## config.mk

```make
export PLATFORM = sky130hd
export DESIGN_NAME = debug_trace_arbiter
export DESIGN_NICKNAME = d
export VERILOG_FILES = /design/src/rtl/debug_trace_arbiter.sv
export SDC_FILE = /design/constraint.sdc
export NUM_CORES = 2
export LEC_CHECK = 0
export CAP_MARGIN = 15
export CORE_ASPECT_RATIO = 1.1
export CORE_MARGIN = 5
export CORE_UTILIZATION = 35
export CTS_CLUSTER_SIZE = 28
export DETAILED_ROUTE_END_ITERATION = 10
export SLEW_MARGIN = 5
export SYNTH_ARGS = -nofsm -noshare
export SYNTH_HDL_FRONTEND = slang
export SYNTH_SLANG_ARGS = --single-unit
```

## constraint.sdc

```tcl
create_clock -name i_clk -period 7.99 [get_ports i_clk]
set_clock_uncertainty 0.15 [all_clocks]
set_input_delay 1.598 -clock i_clk [delete_from_list [all_inputs] [get_ports i_clk]]
set_output_delay 1.598 -clock i_clk [all_outputs]
set_load 0.02 [all_outputs]
```

## src/rtl/debug_trace_arbiter.sv

```systemverilog
// debug_trace_arbiter: merges the WB register-retire trace and the MEM store trace
// into one program-ordered stream through a small FIFO drained over valid/ready.
// Optional feature macro: DEBUG_TRACE_STALL_EN. When it is defined, a registered stall
// request is raised while the FIFO is close to full. When it is undefined, o_stall_req
// is tied to 0 and overflow is handled only by dropping and counting events.
module debug_trace_arbiter #(
  parameter int DEPTH  = 8,
  parameter int PC_W   = 32,
  parameter int DATA_W = 32,
  parameter int CNT_W  = 16
) (
  input  logic              i_clk,
  input  logic              i_rst_n,
  input  logic              i_wb_valid,
  input  logic [PC_W-1:0]   i_wb_pc,
  input  logic [4:0]        i_wb_rd,
  input  logic [DATA_W-1:0] i_wb_data,
  input  logic              i_wb_is_load,
  input  logic [DATA_W-1:0] i_wb_addr,
  input  logic              i_st_valid,
  input  logic [PC_W-1:0]   i_st_pc,
  input  logic [DATA_W-1:0] i_st_addr,
  input  logic [DATA_W-1:0] i_st_data,
  output logic              o_trace_valid,
  input  logic              i_trace_ready,
  output logic [1:0]        o_trace_kind,
  output logic [PC_W-1:0]   o_trace_pc,
  output logic [4:0]        o_trace_rd,
  output logic [DATA_W-1:0] o_trace_data,
  output logic [DATA_W-1:0] o_trace_addr,
  output logic [CNT_W-1:0]  o_drop_count,
  output logic              o_stall_req
);
  localparam int AW = $clog2(DEPTH);
  localparam int CW = $clog2(DEPTH + 1);
  localparam logic [1:0] K_REG   = 2'd0;
  localparam logic [1:0] K_LOAD  = 2'd1;
  localparam logic [1:0] K_STORE = 2'd2;
  localparam logic [CW:0] ONE    = (CW+1)'(1);
  localparam logic [CW:0] TWO    = (CW+1)'(2);
  localparam logic [CW:0] DEPTHW = (CW+1)'(DEPTH);

  typedef struct packed {
    logic [1:0]        kind;
    logic [PC_W-1:0]   pc;
    logic [4:0]        rd;
    logic [DATA_W-1:0] data;
    logic [DATA_W-1:0] addr;
  } entry_t;

  entry_t            r_mem [DEPTH];
  logic [AW-1:0]     r_wr_ptr, r_rd_ptr;
  logic [CW-1:0]     r_count;
  logic [CNT_W-1:0]  r_drop;
  logic              r_stall;

  logic              w_pop;
  logic [CW:0]       w_free;
  logic              w_wb_push, w_st_push;
  logic [1:0]        w_npush, w_drops;
  logic [CW-1:0]     w_count_next;
  logic [CNT_W:0]    w_drop_sum;
  entry_t            w_wb_ent, w_st_ent;

  // Admission: WB (older instruction) always takes the first free slot, store the next.
  always_comb begin
    w_pop     = (r_count != '0) && i_trace_ready;
    w_free    = DEPTHW - {1'b0, r_count} + {{CW{1'b0}}, w_pop};
    w_wb_push = i_wb_valid && (w_free >= ONE);
    w_st_push = i_st_valid && (i_wb_valid ? (w_free >= TWO) : (w_free >= ONE));
    w_npush   = {1'b0, w_wb_push} + {1'b0, w_st_push};
    w_drops   = {1'b0, i_wb_valid && !w_wb_push} + {1'b0, i_st_valid && !w_st_push};
    w_count_next = r_count + CW'(w_npush) - CW'(w_pop);
    w_drop_sum   = {1'b0, r_drop} + (CNT_W+1)'(w_drops);

    w_wb_ent.kind = i_wb_is_load ? K_LOAD : K_REG;
    w_wb_ent.pc   = i_wb_pc;
    w_wb_ent.rd   = i_wb_rd;
    w_wb_ent.data = i_wb_data;
    w_wb_ent.addr = i_wb_is_load ? i_wb_addr : '0;

    w_st_ent.kind = K_STORE;
    w_st_ent.pc   = i_st_pc;
    w_st_ent.rd   = '0;
    w_st_ent.data = i_st_data;
    w_st_ent.addr = i_st_addr;
  end

  // FIFO storage; cleared on reset so the head payload reads 0 out of reset.
  always_ff @(posedge i_clk or negedge i_rst_n) begin
    if (!i_rst_n) begin
      for (int i = 0; i < DEPTH; i++) r_mem[i] <= '0;
    end else begin
      if (w_wb_push) r_mem[r_wr_ptr] <= w_wb_ent;
      if (w_st_push) r_mem[w_wb_push ? r_wr_ptr + AW'(1) : r_wr_ptr] <= w_st_ent;
    end
  end

  // Pointers, occupancy and saturating drop counter.
  always_ff @(posedge i_clk or negedge i_rst_n) begin
    if (!i_rst_n) begin
      r_wr_ptr <= '0;
      r_rd_ptr <= '0;
      r_count  <= '0;
      r_drop   <= '0;
    end else begin
      r_wr_ptr <= r_wr_ptr + AW'(w_npush);
      r_rd_ptr <= r_rd_ptr + AW'(w_pop);
      r_count  <= w_count_next;
      r_drop   <= w_drop_sum[CNT_W] ? '1 : w_drop_sum[CNT_W-1:0];
    end
  end

`ifdef DEBUG_TRACE_STALL_EN
  localparam logic [CW-1:0] STALL_TH = CW'(DEPTH - 2);
  // Stall leaves room for one more cycle of two events already in flight.
  always_ff @(posedge i_clk or negedge i_rst_n) begin
    if (!i_rst_n) r_stall <= 1'b0;
    else          r_stall <= (w_count_next >= STALL_TH);
  end
`else
  assign r_stall = 1'b0;
`endif

  assign o_trace_valid = (r_count != '0);
  assign o_trace_kind  = r_mem[r_rd_ptr].kind;
  assign o_trace_pc    = r_mem[r_rd_ptr].pc;
  assign o_trace_rd    = r_mem[r_rd_ptr].rd;
  assign o_trace_data  = r_mem[r_rd_ptr].data;
  assign o_trace_addr  = r_mem[r_rd_ptr].addr;
  assign o_drop_count  = r_drop;
  assign o_stall_req   = r_stall;

endmodule

```

Yosys cells after proc, flatten, opt, wreduce, memory -nomap -nowiden
Index checks and enable logic that the tools add are counted.
{ "word_totals": {"reg_bits": 850, "latchBits": 0, "mem_bits_rw": 0, "mem_bits_ro": 0, "in_bits": 203, "output_inout_bits": 121, "word_cells": 90, "memories": 0} }
{ "classes": {"n_addsub": 10, "n_mul": 0, "div_mod_pow": 0, "magnitude_cmp": 7, "n_eq_ne": 0, "shifts": 0, "muxes": 16, "bitwise": 3, "reduce_logical": 10} }
{ "op_table": {"columns": ["op", "n"], "rows": [
  ["824-bit bitwise mux", 2],
  ["824-bit 2-to-1 mux", 2],
  ["103-bit demux with 3-bit select", 2],
  ["103-bit 2-to-1 mux", 4],
  ["103-bit binary-select mux with 3-bit select", 1],
  ["32-bit 2-to-1 mux", 1],
  ["16-bit by 2-bit adder with 17-bit output", 1],
  ["16-bit 2-to-1 mux", 1],
  ["4-bit >= comparator (second input constant)", 3],
  ["3-bit inverter with 4-bit output", 3],
  ["4-bit by 1-bit < comparator with 1-bit output (second input constant)", 2],
  ["1-bit logical AND", 7],
  ["5-bit by 1-bit adder with 5-bit output", 1],
  ["5-bit by 1-bit >= comparator with 1-bit output (second input constant)", 1],
  ["5-bit by 2-bit >= comparator with 1-bit output (second input constant)", 1],
  ["4-bit by 4-bit subtractor with 5-bit output (first input constant)", 1],
  ["1-bit by 1-bit adder with 2-bit output", 2],
  ["4-bit by 2-bit adder with 4-bit output", 1],
  ["4-bit nonzero test", 1],
  ["4-bit by 1-bit subtractor with 4-bit output", 1],
  ["3-bit by 1-bit adder with 3-bit output", 1],
  ["3-bit by 1-bit adder with 3-bit output (second input constant)", 1],
  ["3-bit by 2-bit adder with 3-bit output", 1],
  ["3-bit 2-to-1 mux", 1],
  ["other kinds (2)", 4]
]} }

Depth between registers and ports, before layout
{ "depth": {"word_depth": 13, "ltp_mapped": 22} }

Worst setup path after synthesis
OpenSTA, ideal clock, no wires.
{ "synth_path": {"path_kind": "input to register", "startpoint": "input port i_trace_ready", "endpoint": "register r_count[2]", "setup_time_ps": 123, "arrival_time_ps": 5110, "required_ps": 7717, "setup_slack_ps": 2608, "stages": 17, "path_buffers": 2, "cell_sequence": "nand2_1 -> ha_1 -> inv_1 -> ha_1 -> or3_1 -> o31ai_2 -> clkinv_1 -> clkbuf_1 -> clkbuf_1 -> ha_1 -> inv_1 -> ha_1 -> inv_1 -> ha_1 -> inv_1 -> fa_1 -> xnor2_1"} }
{ "synth_via": {"elab_chain_len": 8} }
{ "synth_rtl": {"columns": ["element", "line", "source"], "rows": [
  ["from (decl)", "25", "input logic i_trace_ready,"],
  ["1-bit logical AND *", "67", "w_pop = (r_count != '0) && i_trace_ready;"],
  ["5-bit by 1-bit adder with 5-bit output", "68", "w_free = DEPTHW - {1'b0, r_count} + {{CW{1'b0}}, w_pop};"],
  ["5-bit by 1-bit >= comparator with 1-bit output / 5-bit by 2-bit >= comparator with 1-bit output (equally long branches)", "69, 70", null],
  ["1-bit 2-to-1 mux", "70", "w_st_push = i_st_valid && (i_wb_valid ? (w_free >= TWO) : (w_free >= ONE));"],
  ["1-bit logical AND", "70", null],
  ["1-bit by 1-bit adder with 2-bit output", "71", "w_npush = {1'b0, w_wb_push} + {1'b0, w_st_push};"],
  ["4-bit by 2-bit adder with 4-bit output", "73", "w_count_next = r_count + CW'(w_npush) - CW'(w_pop);"],
  ["4-bit by 1-bit subtractor with 4-bit output *", "73", null],
  ["via w_count_next[2]", "61", "logic [CW-1:0] w_count_next;"],
  ["to (signal assigned)", "109", "r_count <= w_count_next;"],
  ["to (decl)", "53", "logic [CW-1:0] r_count;"]
]} }
Mark *: on every way through the listed nets, which the timed path passes. The rest lies on a longest branch.

Final worst setup path
{ "layout_path": {"startpoint": "input port i_trace_ready", "endpoint": "register r_mem[127] (netlist name)"} }
{ "layout_via": {"elab_chain_len": 12} }
{ "layout_rtl": {"columns": ["element", "line", "source"], "rows": [
  ["1-bit logical AND *", "67", null],
  ["5-bit by 1-bit adder with 5-bit output *", "68", null],
  ["5-bit by 1-bit >= comparator with 1-bit output", "69, 70", null],
  ["1-bit logical AND", "69", "w_wb_push = i_wb_valid && (w_free >= ONE);"],
  ["3-bit 2-to-1 mux", "95", "if (w_st_push) r_mem[w_wb_push ? r_wr_ptr + AW'(1) : r_wr_ptr] <= w_st_ent;"],
  ["3-bit inverter with 4-bit output", "95", null],
  ["4-bit >= comparator (implied by the code) / 4-bit by 1-bit < comparator with 1-bit output (equally long branches)", "95", null],
  ["1-bit logical AND (implied by the code)", "95", null],
  ["103-bit 2-to-1 mux", "95", null],
  ["103-bit demux with 3-bit select", "95", null],
  ["824-bit bitwise mux", "95", null],
  ["824-bit 2-to-1 mux *", "95", null],
  ["to (signal, indexed assignment)", "94", "if (w_wb_push) r_mem[r_wr_ptr] <= w_wb_ent;"],
  ["to (signal, indexed assignment)", "95", null],
  ["to (decl)", "51", "entry_t r_mem [DEPTH];"]
]} }
Mark *: on every way between the ends. The rest lies on a longest branch, timed or not.

==> results.ini <==
[run_status]
outcome = completed

[critical_path]
cp-start-kind = primary input
critical_path_required_ns = 8.42
criticalPathCategory = in2reg
path_max_fanout = 27
worst_setup_path_end_kind = flop
cp.arrival_ns = 6.40

[synthesis]
synthesis.area_um2 = 46800
warnings_synthesis = 0
synth_area_leaders = sky130_fd_sc_hd__dfrtp_1 (45%), sky130_fd_sc_hd__mux2_2 (23%), sky130_fd_sc_hd__mux4_2 (9.9%)
synth_flop_cell = sky130_fd_sc_hd__dfrtp_1
synth.ff_latch_count = 850
synth.distinct_cells = 48
asyncSetResetFlopFracSynth_pct = 100
post_synth_inst_count = 3791
synth_top_area_share_pct = 45.4
synth_nets = 4013
synth_enable_flop_cells = 0
yosysSeqAreaShare_pct = 45.4
synthMostInstantiatedCell = sky130_fd_sc_hd__mux2_2
syn_area_per_cell_um2 = 12.4
synth_top_cells_by_count = sky130_fd_sc_hd__mux2_2 (941), sky130_fd_sc_hd__dfrtp_1 (850), sky130_fd_sc_hd__o21ai_0 (450)
synth_top_cell_by_area = sky130_fd_sc_hd__dfrtp_1

[drt]
vias = 32300
wire_per_inst_um = 25.3
remaining_drc_errors = 0
final_wirelength_um = 147000
ant_nets = 0
drt_pass1_iterations = 5
viasPerCell = 5.56
detailedRoute.firstIterationViolations = 2179

[timing]
achievable-frequency_mhz = 168
finalHoldViolCount = 0
fin_worst_hold_slack_ns = 0.324
layout_setup_ws_ns = 2.03
finalSetupViolCount = 0
layout_worst_path_cycle_share_pct = 74.6
final_period_minus_worst_setup_slack_ns = 5.96
slew_viol_final = 0
timing.setup.tns_ns = 0
grt_setup_unrepaired = no
worstMarginPinSlew_ns = 1.21
relSlewSlack_pct = 19.2

[global_route]
global_route.overflow_total = 0
grt_pass1_vias = 34500
grt_start_max_net_pins = 142
grt_pass1_wl_um = 225000
gr-usage-all-layers_pct = 20.4
grt_antenna_before_repair = 25

[clocking]
numCtsBuffers = 97
post_cts_resized = 0
cts_tree = yes
clk_latency_ns = 0.71
worst_setup_hold_path_clk_slew_ns = 0.06
cts_hold_repair.buffers = 0
ctsRootBufferMaster = sky130_fd_sc_hd__clkbuf_16
post-cts-setup-buffer-count = 0
clock_path_buffers = 3
ctsHtreeMaxLevel = 3
cts.sinks = 850

[place]
detailedPlacementHpwl_um = 82500
gp_congestion = 0.748
dpl_worst_slack_ns = 1.31
detailed_place.area_um2 = 51900
io_buffer_count = 322

[die]
floorplan.die.height_um = 394
initial_core_util_pct = 35.3
die-area_um2 = 141000
dieWidth_um = 359
placementRows = 140
core_um2 = 133000
design.portCount = 324

[pwr]
finalPower_mw = 24.8
vdd_ir_drop_max_mv = 0.322
p_leak_nw = 23.8
power_per_cell_area_nw_per_um2 = 448

[hold_path]
min-delay-path-class = reg2reg

[finish]
flow.area_growth_from_synthesis_pct = 17.8
share_of_cells_above_drive_strength_1_pct = 35.2
design.final.nets = 4167
final_cell_area_um2 = 55200

[flow_run]
cap_viol_max_count = 0

power by group:
group          total [mW]  switching [mW]  internal (mW)
registers            7.62            1.22           6.40
clock network        4.57            1.92           2.65
logic                12.6            6.02           6.53
sequential cells by signal, summed over array words and instances, names as in the netlist:
name / flops
r_count: 4
r_mem: 824
r_wr_ptr: 3
o_drop_count: 16
r_rd_ptr: 3
area by class of cell:
type	count	area, µm²
Antenna cell	10	25.0
Fill cell	12500	77600
Tap cell	1775	2220
Clock buffer	141	2900
Sequential cell	850	21300
Inverter	18	70.1
Clock inverter	35	344
Timing Repair Buffer	396	4140
Multi-Input combinational cell	2582	24200
per-stage QoR:
step | util [%] | std cells
3_3_place_gp | 39.1 | 5621
5_1_grt | 41.6 | 5805
6_report | 41.6 | 5807
2_1_floorplan | - | 3791
4_1_cts | 41.6 | 5797
3_5_place_dp | 39.1 | 5621
path summary, 6_finish.rpt:
| kind | slack (ns) | cells after the start | startpoint | endpoint |
|---|---|---|---|---|
| min reg2reg | 0.32 | 2 | r_mem[617] | r_mem[617] |
| min in group asynchronous | 0.79 | 1 | i_rst_n | r_mem[312] |
| max | 2.03 | 13 | i_trace_ready | r_mem[127] |
| max in group asynchronous | 5.24 | 3 | i_rst_n | r_mem[309] |
| min | 0.32 | 2 | r_mem[617] | r_mem[617] |
| max reg2reg | 2.50 | 15 | r_count[2] | r_mem[127] |
cells by family (layout without fill, tap and decap cells):
group	Yosys count	after routing	share of synthesized area, %
muxes	1428	1428	38.7
DFF	850	850	45.4
and+or+nand+nor	607	607	5.93
AOI/OAI and AO/OA	510	510	5.80
buffers and inverters	359	590	3.31
adders and majority gates	19	19	0.556
xor gates and xnor gates	17	17	0.318
other	1	11	0.00800
routing by layer:
| metal | GRT usage, % | part of all wire, % |
|---|---|---|
| met1 | 27.0 | 43 |
| met2 | 34.6 | 49 |
| met3 | 3.57 | 4.7 |
| met4 | 5.56 | 2.2 |
| met5 | 0 | 0.12 |
cell usage in the layout, fill, tap and decap left out, types with 4 or more instances in the layout:
cell type | netlist | routed
sky130_fd_sc_hd__o21ai_0 | 450 | 450
sky130_fd_sc_hd__nor2_1 | 27 | 27
sky130_fd_sc_hd__and3_1 | 9 | 7
sky130_fd_sc_hd__o2111ai_4 | 0 | 8
sky130_fd_sc_hd__dfrtp_1 | 850 | 847
sky130_fd_sc_hd__inv_1 | 15 | 15
sky130_fd_sc_hd__mux2_2 | 941 | 941
sky130_fd_sc_hd__mux4_2 | 206 | 206
sky130_fd_sc_hd__buf_4 | 21 | 45
sky130_fd_sc_hd__inv_6 | 0 | 7
sky130_fd_sc_hd__a21o_1 | 7 | 6
sky130_fd_sc_hd__bufinv_16 | 0 | 4
sky130_fd_sc_hd__nand4_1 | 131 | 131
sky130_fd_sc_hd__diode_2 | 0 | 10
sky130_fd_sc_hd__mux2i_1 | 223 | 223
sky130_fd_sc_hd__a31oi_1 | 4 | 4
sky130_fd_sc_hd__clkinv_2 | 0 | 18
sky130_fd_sc_hd__buf_12 | 0 | 29
sky130_fd_sc_hd__clkbuf_16 | 0 | 98
sky130_fd_sc_hd__and2_1 | 4 | 4
sky130_fd_sc_hd__xnor2_1 | 5 | 5
sky130_fd_sc_hd__xor2_1 | 12 | 12
sky130_fd_sc_hd__clkbuf_8 | 0 | 29
sky130_fd_sc_hd__nand3_1 | 71 | 70
sky130_fd_sc_hd__clkbuf_1 | 187 | 14
sky130_fd_sc_hd__mux2_1 | 58 | 58
sky130_fd_sc_hd__a21oi_1 | 28 | 28
sky130_fd_sc_hd__clkdlybuf4s50_1 | 0 | 320
sky130_fd_sc_hd__ha_1 | 16 | 16
sky130_fd_sc_hd__nand2_1 | 349 | 347
critical path: stages:
cell and delay, ns:
sky130_fd_sc_hd__clkdlybuf4s50_1 0.58, sky130_fd_sc_hd__nand2_1 0.15, sky130_fd_sc_hd__ha_1 0.24, sky130_fd_sc_hd__inv_1 0.06
sky130_fd_sc_hd__ha_1 0.23, sky130_fd_sc_hd__or4b_1 0.97, sky130_fd_sc_hd__o21ai_4 0.42, sky130_fd_sc_hd__inv_2 0.15
sky130_fd_sc_hd__o31ai_4 0.21, sky130_fd_sc_hd__buf_4 0.42, sky130_fd_sc_hd__and3_4 0.54, sky130_fd_sc_hd__buf_4 0.43
sky130_fd_sc_hd__mux2_1 0.36
(Power assumes the default switching activity.)
